## config.mk

```make
export PLATFORM = sky130hd
export DESIGN_NAME = fetch_aligner
export DESIGN_NICKNAME = d
export VERILOG_FILES = /design/src/rtl/fetch_aligner.sv
export SDC_FILE = /design/constraint.sdc
export NUM_CORES = 1
export LEC_CHECK = 0
export BUFFER_PORTS_ARGS = -buffer_cell sky130_fd_sc_hd__buf_2
export CORE_UTILIZATION = 25
export CTS_BUF_LIST = sky130_fd_sc_hd__clkbuf_4 sky130_fd_sc_hd__clkbuf_8 sky130_fd_sc_hd__clkbuf_16
export DETAILED_ROUTE_END_ITERATION = 12
export PLACE_DENSITY = 0.53
export SETUP_SLACK_MARGIN = 0.3
export SLEW_MARGIN = 20
export SYNTH_ARGS = -nofsm -noshare
export SYNTH_HDL_FRONTEND = slang
export SYNTH_SLANG_ARGS = --single-unit
```

## constraint.sdc

```tcl
create_clock -name clk -period 3.9 [get_ports clk]
set_input_delay 0.39 -clock clk [delete_from_list [all_inputs] [get_ports clk]]
set_output_delay 0.39 -clock clk [all_outputs]
set_load 0.02 [all_outputs]
```

## src/rtl/fetch_aligner.sv

```systemverilog
// rtl/fetch_aligner.sv - RV32IC fetch aligner; FETCH_ALIGN_C_EN enables compressed (16-bit) instruction support
module fetch_aligner #(
  parameter logic [31:0] RESET_PC = 32'h0
) (
  input  logic        clk,
  input  logic        rst,
  output logic        mem_req,
  output logic [31:0] mem_addr,
  input  logic [31:0] mem_rdata,
  input  logic        mem_rvalid,
  output logic [31:0] instr_o,
  output logic [31:0] instr_pc,
  output logic        instr_valid,
  output logic        compressed_flag,
  input  logic        instr_ready,
  input  logic        redirect,
  input  logic [31:0] redirect_pc
);

  // Without compressed support every PC is word aligned, so bit 1 is dropped too.
`ifdef FETCH_ALIGN_C_EN
  localparam logic [31:0] PC_MASK = 32'hFFFF_FFFE;
`else
  localparam logic [31:0] PC_MASK = 32'hFFFF_FFFC;
`endif
  localparam logic [31:0] WORD_MASK = 32'hFFFF_FFFC;

  logic [31:0] fetch_addr;
  logic        pending;
  logic [31:0] q_head;
  logic [31:0] q_tail;
  logic [1:0]  q_count;
  logic        head_valid;
  logic        push;
  logic        pop;
  logic        load_en;
  logic        emit;
  logic [31:0] emit_instr;
  logic        emit_comp;
  logic [31:0] next_pc;
  logic [2:0]  q_demand;

  // Only a response to a request we still own is accepted; redirect and reset clear pending.
  assign push       = pending && mem_rvalid;
  assign head_valid = (q_count != 2'd0);
  assign load_en    = !instr_valid || instr_ready;

  // Words already held plus words on the way, minus the one leaving this cycle.
  assign q_demand = {1'b0, q_count} + {2'b00, pending} - {2'b00, pop};
  assign mem_req  = rst && !redirect && (q_demand < 3'd2);
  assign mem_addr = fetch_addr;

  // Fetch address and outstanding-request tracking.
  always_ff @(posedge clk or negedge rst) begin
    if (!rst) begin
      fetch_addr <= RESET_PC & WORD_MASK;
      pending    <= 1'b0;
    end else if (redirect) begin
      fetch_addr <= redirect_pc & WORD_MASK;
      pending    <= 1'b0;
    end else begin
      pending <= mem_req;
      if (mem_req) begin
        fetch_addr <= fetch_addr + 32'd4;
      end
    end
  end

  // Two-entry word queue; q_head is always the oldest word.
  always_ff @(posedge clk or negedge rst) begin
    if (!rst) begin
      q_count <= 2'd0;
      q_head  <= 32'h0;
      q_tail  <= 32'h0;
    end else if (redirect) begin
      q_count <= 2'd0;
    end else begin
      case ({push, pop})
        2'b10: begin
          if (q_count == 2'd0) begin
            q_head <= mem_rdata;
          end else begin
            q_tail <= mem_rdata;
          end
          q_count <= q_count + 2'd1;
        end
        2'b01: begin
          q_head  <= q_tail;
          q_count <= q_count - 2'd1;
        end
        2'b11: begin
          if (q_count == 2'd1) begin
            q_head <= mem_rdata;
          end else begin
            q_head <= q_tail;
            q_tail <= mem_rdata;
          end
        end
        default: begin
        end
      endcase
    end
  end

`ifdef FETCH_ALIGN_C_EN
  localparam logic [1:0] ST_ALIGNED = 2'd0;
  localparam logic [1:0] ST_HALF    = 2'd1;
  localparam logic [1:0] ST_SKIP    = 2'd2;

  logic [1:0]  state;
  logic [1:0]  state_nxt;
  logic [15:0] leftover;
  logic [15:0] leftover_nxt;

  // Halfword reassembly: decide what to emit and whether the head word is consumed.
  always_comb begin
    emit         = 1'b0;
    emit_instr   = 32'h0;
    emit_comp    = 1'b0;
    pop          = 1'b0;
    state_nxt    = state;
    leftover_nxt = leftover;
    case (state)
      ST_ALIGNED: begin
        if (head_valid && load_en) begin
          emit = 1'b1;
          pop  = 1'b1;
          if (q_head[1:0] != 2'b11) begin
            emit_instr   = {16'h0, q_head[15:0]};
            emit_comp    = 1'b1;
            leftover_nxt = q_head[31:16];
            state_nxt    = ST_HALF;
          end else begin
            emit_instr = q_head;
          end
        end
      end
      ST_HALF: begin
        if (load_en) begin
          if (leftover[1:0] != 2'b11) begin
            emit       = 1'b1;
            emit_instr = {16'h0, leftover};
            emit_comp  = 1'b1;
            state_nxt  = ST_ALIGNED;
          end else if (head_valid) begin
            // 32-bit instruction straddling two words.
            emit         = 1'b1;
            pop          = 1'b1;
            emit_instr   = {q_head[15:0], leftover};
            leftover_nxt = q_head[31:16];
          end
        end
      end
      ST_SKIP: begin
        // Target sits in the upper half: drop the lower half, nothing is emitted.
        if (head_valid) begin
          pop          = 1'b1;
          leftover_nxt = q_head[31:16];
          state_nxt    = ST_HALF;
        end
      end
      default: begin
        state_nxt = ST_ALIGNED;
      end
    endcase
  end

  // Aligner state and leftover halfword.
  always_ff @(posedge clk or negedge rst) begin
    if (!rst) begin
      state    <= RESET_PC[1] ? ST_SKIP : ST_ALIGNED;
      leftover <= 16'h0;
    end else if (redirect) begin
      state    <= redirect_pc[1] ? ST_SKIP : ST_ALIGNED;
      leftover <= 16'h0;
    end else begin
      state    <= state_nxt;
      leftover <= leftover_nxt;
    end
  end
`else
  // Word-only build: every head word is one 32-bit instruction.
  always_comb begin
    pop        = head_valid && load_en;
    emit       = pop;
    emit_instr = q_head;
    emit_comp  = 1'b0;
  end
`endif

  // Output register; holds while decode stalls, next_pc tracks the following instruction.
  always_ff @(posedge clk or negedge rst) begin
    if (!rst) begin
      instr_valid     <= 1'b0;
      instr_o         <= 32'h0;
      compressed_flag <= 1'b0;
      instr_pc        <= RESET_PC & PC_MASK;
      next_pc         <= RESET_PC & PC_MASK;
    end else if (redirect) begin
      instr_valid <= 1'b0;
      next_pc     <= redirect_pc & PC_MASK;
    end else if (load_en) begin
      instr_valid <= emit;
      if (emit) begin
        instr_o         <= emit_instr;
        compressed_flag <= emit_comp;
        instr_pc        <= next_pc;
        next_pc         <= next_pc + (emit_comp ? 32'd2 : 32'd4);
      end
    end
  end

endmodule

```

==> results by group <==
Run status
  • Result of the run: finished, final reports clean

Worst setup path
  • CP bufs+invs: 3
  • Critical path type: reg2out
  • Critical path startpoint category: register
  • CP Max Fanout: 9
  • Reg2reg start: q_count[1]
  • Most common cell on crit path: nand2_1
  • Crit path required time: 3510 ps
  • Arr. time, crit path: 2990 ps
  • Worst setup path start: q_count[1]
  • Critical path's largest stage delay: 520 ps
  • Crit end category: primary output
  • Critical Path Slowest Stage Cell: dfrtp_1
  • Delay-heaviest family, CP: adder cells
  • Worst-path cell chain: inv_1 -> ha_4 -> nor2_1 -> xnor2_1 -> nand2_1 -> fa_1 -> and3b_1 -> nand2_1 -> inv_2 -> buf_2

Floorplanning
  • Die area: 0.0354 mm2
  • Die Wd: 188 um
  • Core Footprint: 0.0338 mm2
  • Die H: 188 um
  • Initial core utilization: 25.6%
  • I/O pin count: 168
  • Row cnt: 67

Clock tree
  • # clock sinks: 190
  • Worst-Skew Late Latency: 440 ps
  • CTS tree: done
  • Clock tree root buffer cell: clkbuf_16
  • CTS max path bufs: 2
  • CTS Buf Count: 17
  • H-tree depth: 4
  • CTS clk-pin slew, worst paths: 70 ps

Pwr
  • Part of the power in registers: 40.2%
  • Clock share of power: 23.7%
  • Pint: 4970 uW
  • Psw: 2900 uW
  • PwrDens: 736 mW/mm2
  • Logic pwr share: 36.1%
  • Maximum VDD drop: 0.339 mV
  • Sw frac: 36.8%
  • Total leakage power: 0.00474 uW

STA
  • Minimum clock period: 3380 ps
  • Worst slew margin relative to its limit: 34.0%
  • Max Fclk: 0.296 GHz
  • Max-slew violations: 0
  • Final Setup Violations: 0
  • Period utilization: 86.7%
  • Endpoints failing hold: 0
  • Worst Skew: 11.8 ps
  • Slew @ Worst Pin: 990 ps
  • Setup ws final: 519 ps
  • RSZ-0062 raised after global routing: false
  • Setup TNS: 0 ps

Yosys
  • #FFs+latches synth: 190
  • Number of synthesized flops with an enable pin: 0
  • Post-synthesis cell type count: 57
  • Post-Syn Area: 0.00866 mm2
  • Post-synthesis sequential area ratio: 54.9%
  • Average size of a mapped cell: 11.8 um2
  • Cell count after synthesis: 733
  • Primary FF master, synth: dfrtp_1
  • FFs w/ async S/R, synth: 100%
  • Synthesis Warnings: 0

Routing
  • Drt pass-1 iters: 4
  • Final routed DRC violation total: 0
  • DR vias: 6190
  • DRT Wirelength: 23000 um
  • Detail Route Antenna Nets: 0
  • Vias/cell: 4.56
  • Iteration-0 DRC count of the detailed router: 254
  • Drt wl/cell: 16.9 um

Cells and area
  • Most common cell after layout, fill and taps aside: dfrtp_1
  • Share of cells above drive strength 1: 36.3%
  • Most frequent cells in the layout: 190 x dfrtp_1, 159 x buf_2, 108 x mux2_2, 51 x nand2_1, 49 x nor2_1
  • # nets final: 967
  • Area Growth Syn to Fin: 23.5%

Hold path
  • Hold Path Class: in2reg
  • HP Start: redirect_pc[10]

GRT
  • Total GRT Usage: 13.3%
  • First-pass GRT wire length: 36400 um
  • Initial antenna violation count: 6
  • Congestion Overflow GR: 0
  • Vias in the first global route: 6238
  • Largest net degree at the start of global routing: 75

Place
  • Placed wire-length estimate: 16000 um
  • Gp weighted congestion: 0.824
  • PortBufs: 160
  • Dpl ws: 512 ps

Run
  • Max-cap check violation count: 0
## worst paths after layout
path	slack, ps	depth (start not counted)	endpoint
max in group asynchronous	2090	3	instr_valid
max	520	10	mem_req
max reg2reg	620	11	mem_addr[31]
min	170	2	mem_addr[10]
min in group asynchronous	440	2	emit_instr[4]
min reg2reg	490	1	q_tail[20]
## flip-flops by register name, indices dropped and copies added, names as in the netlist
register	flops
emit_instr	32
instr_o	32
q_tail	32
instr_pc	30
mem_addr	30
next_pc	30
q_count	2
instr_valid	1
pending	1
## synthesized netlist by cell type, types with 3 or more instances
cell type / number / area, um2
nor4_1: 5 / 31.3
xnor2_1: 18 / 158
mux2_2: 108 / 1220
and4_1: 7 / 61.3
o21ai_1: 7 / 35.0
ha_1: 4 / 50.1
mux2_1: 3 / 33.8
clkbuf_1: 24 / 90.1
or3_1: 5 / 31.3
mux2i_1: 36 / 360
o211ai_1: 10 / 75.1
nand4_1: 19 / 119
and3_1: 12 / 75.1
nand2b_1: 3 / 18.8
dfrtp_1: 190 / 4750
nor2_1: 49 / 184
buf_4: 5 / 37.5
a31oi_1: 5 / 31.3
nand3_1: 37 / 185
a211oi_1: 3 / 22.5
nand2_1: 51 / 191
a21oi_1: 40 / 200
o21ai_0: 12 / 60.1
xor2_1: 19 / 166
inv_1: 9 / 33.8
a22oi_1: 4 / 30.0
buf_2: 9 / 45.0
nor3_1: 6 / 30.0
## what timing repair did
item	4_1_cts	5_1_grt
buffers inserted	0	0
endpoints found under the hold margin	42	0
endpoints found under the setup margin	0	2
hold buffers	1	0
gates resized for setup	0	3
## power groups by stage
stage | clock [uW] | combinational (uW) | sequential, uW
after detailed placement | 0 | 2860 | 3200
after floorplan | 0 | 1470 | 3570
after global placement | 0 | 2820 | 3190
final | 1860 | 2840 | 3170
after global routing | 1990 | 3110 | 3270
after CTS | 1920 | 2870 | 3170
## metrics by stage
step	power, uW	hold slack (ps)	cells	cell area (um2)	util [%]
CTS	7970	149	1353	10600	31.5
detailed placement	6060	354	1320	10000	29.6
global route	8380	160	1355	10700	31.6
floorplan	5040	94.4	737	8680	-
global placement	6010	356	1320	10000	29.6
finish	7870	172	1357	10700	31.7
## layout make-up
class,instances,area [um2]
clock buffers,21,468
inverters,10,37.5
diodes,3,7.51
fillers,3476,23100
repair buffers,176,952
flip-flops and latches,190,4750
well taps,448,561
clock inverters,11,154
multi-input cells,498,3760
## per-layer routing
metal  wire (um)  global-route usage, %  up-vias
met5          41                      0        -
met1       10400                   17.3     3049
met2       10500                   20.4      168
met3        1890                   5.41       20
met4         218                   3.41        6
li1            -                      -     2947
## logic make-up (layout without fill, tap and decap cells)
kind of cell             count (synthesis)  in the layout  synth area share [%]
AO/OA/AOI/OAI                           94             94                  6.77
XOR/XNOR                                37             37                  3.74
adder cells (fa/ha/maj)                  6              6                 0.924
buffers and inverters                   49            218                  2.47
flip-flops                             190            190                  54.9
multiplexers                           147            147                  18.6
other                                    1              8                0.0433
AND/OR/NAND/NOR                        209            209                  12.6
## worst register-to-register path, stage by stage, from the launching register on
cell,delay [ps]
dfrtp_1,520
inv_1,160
ha_4,230
nor2_1,170
xnor2_1,190
nand2_1,120
fa_1,450
xor2_1,220
nor4_1,500
nand2_4,140
or4_1,430
nand3_1,90
(Power assumes the default switching activity.)
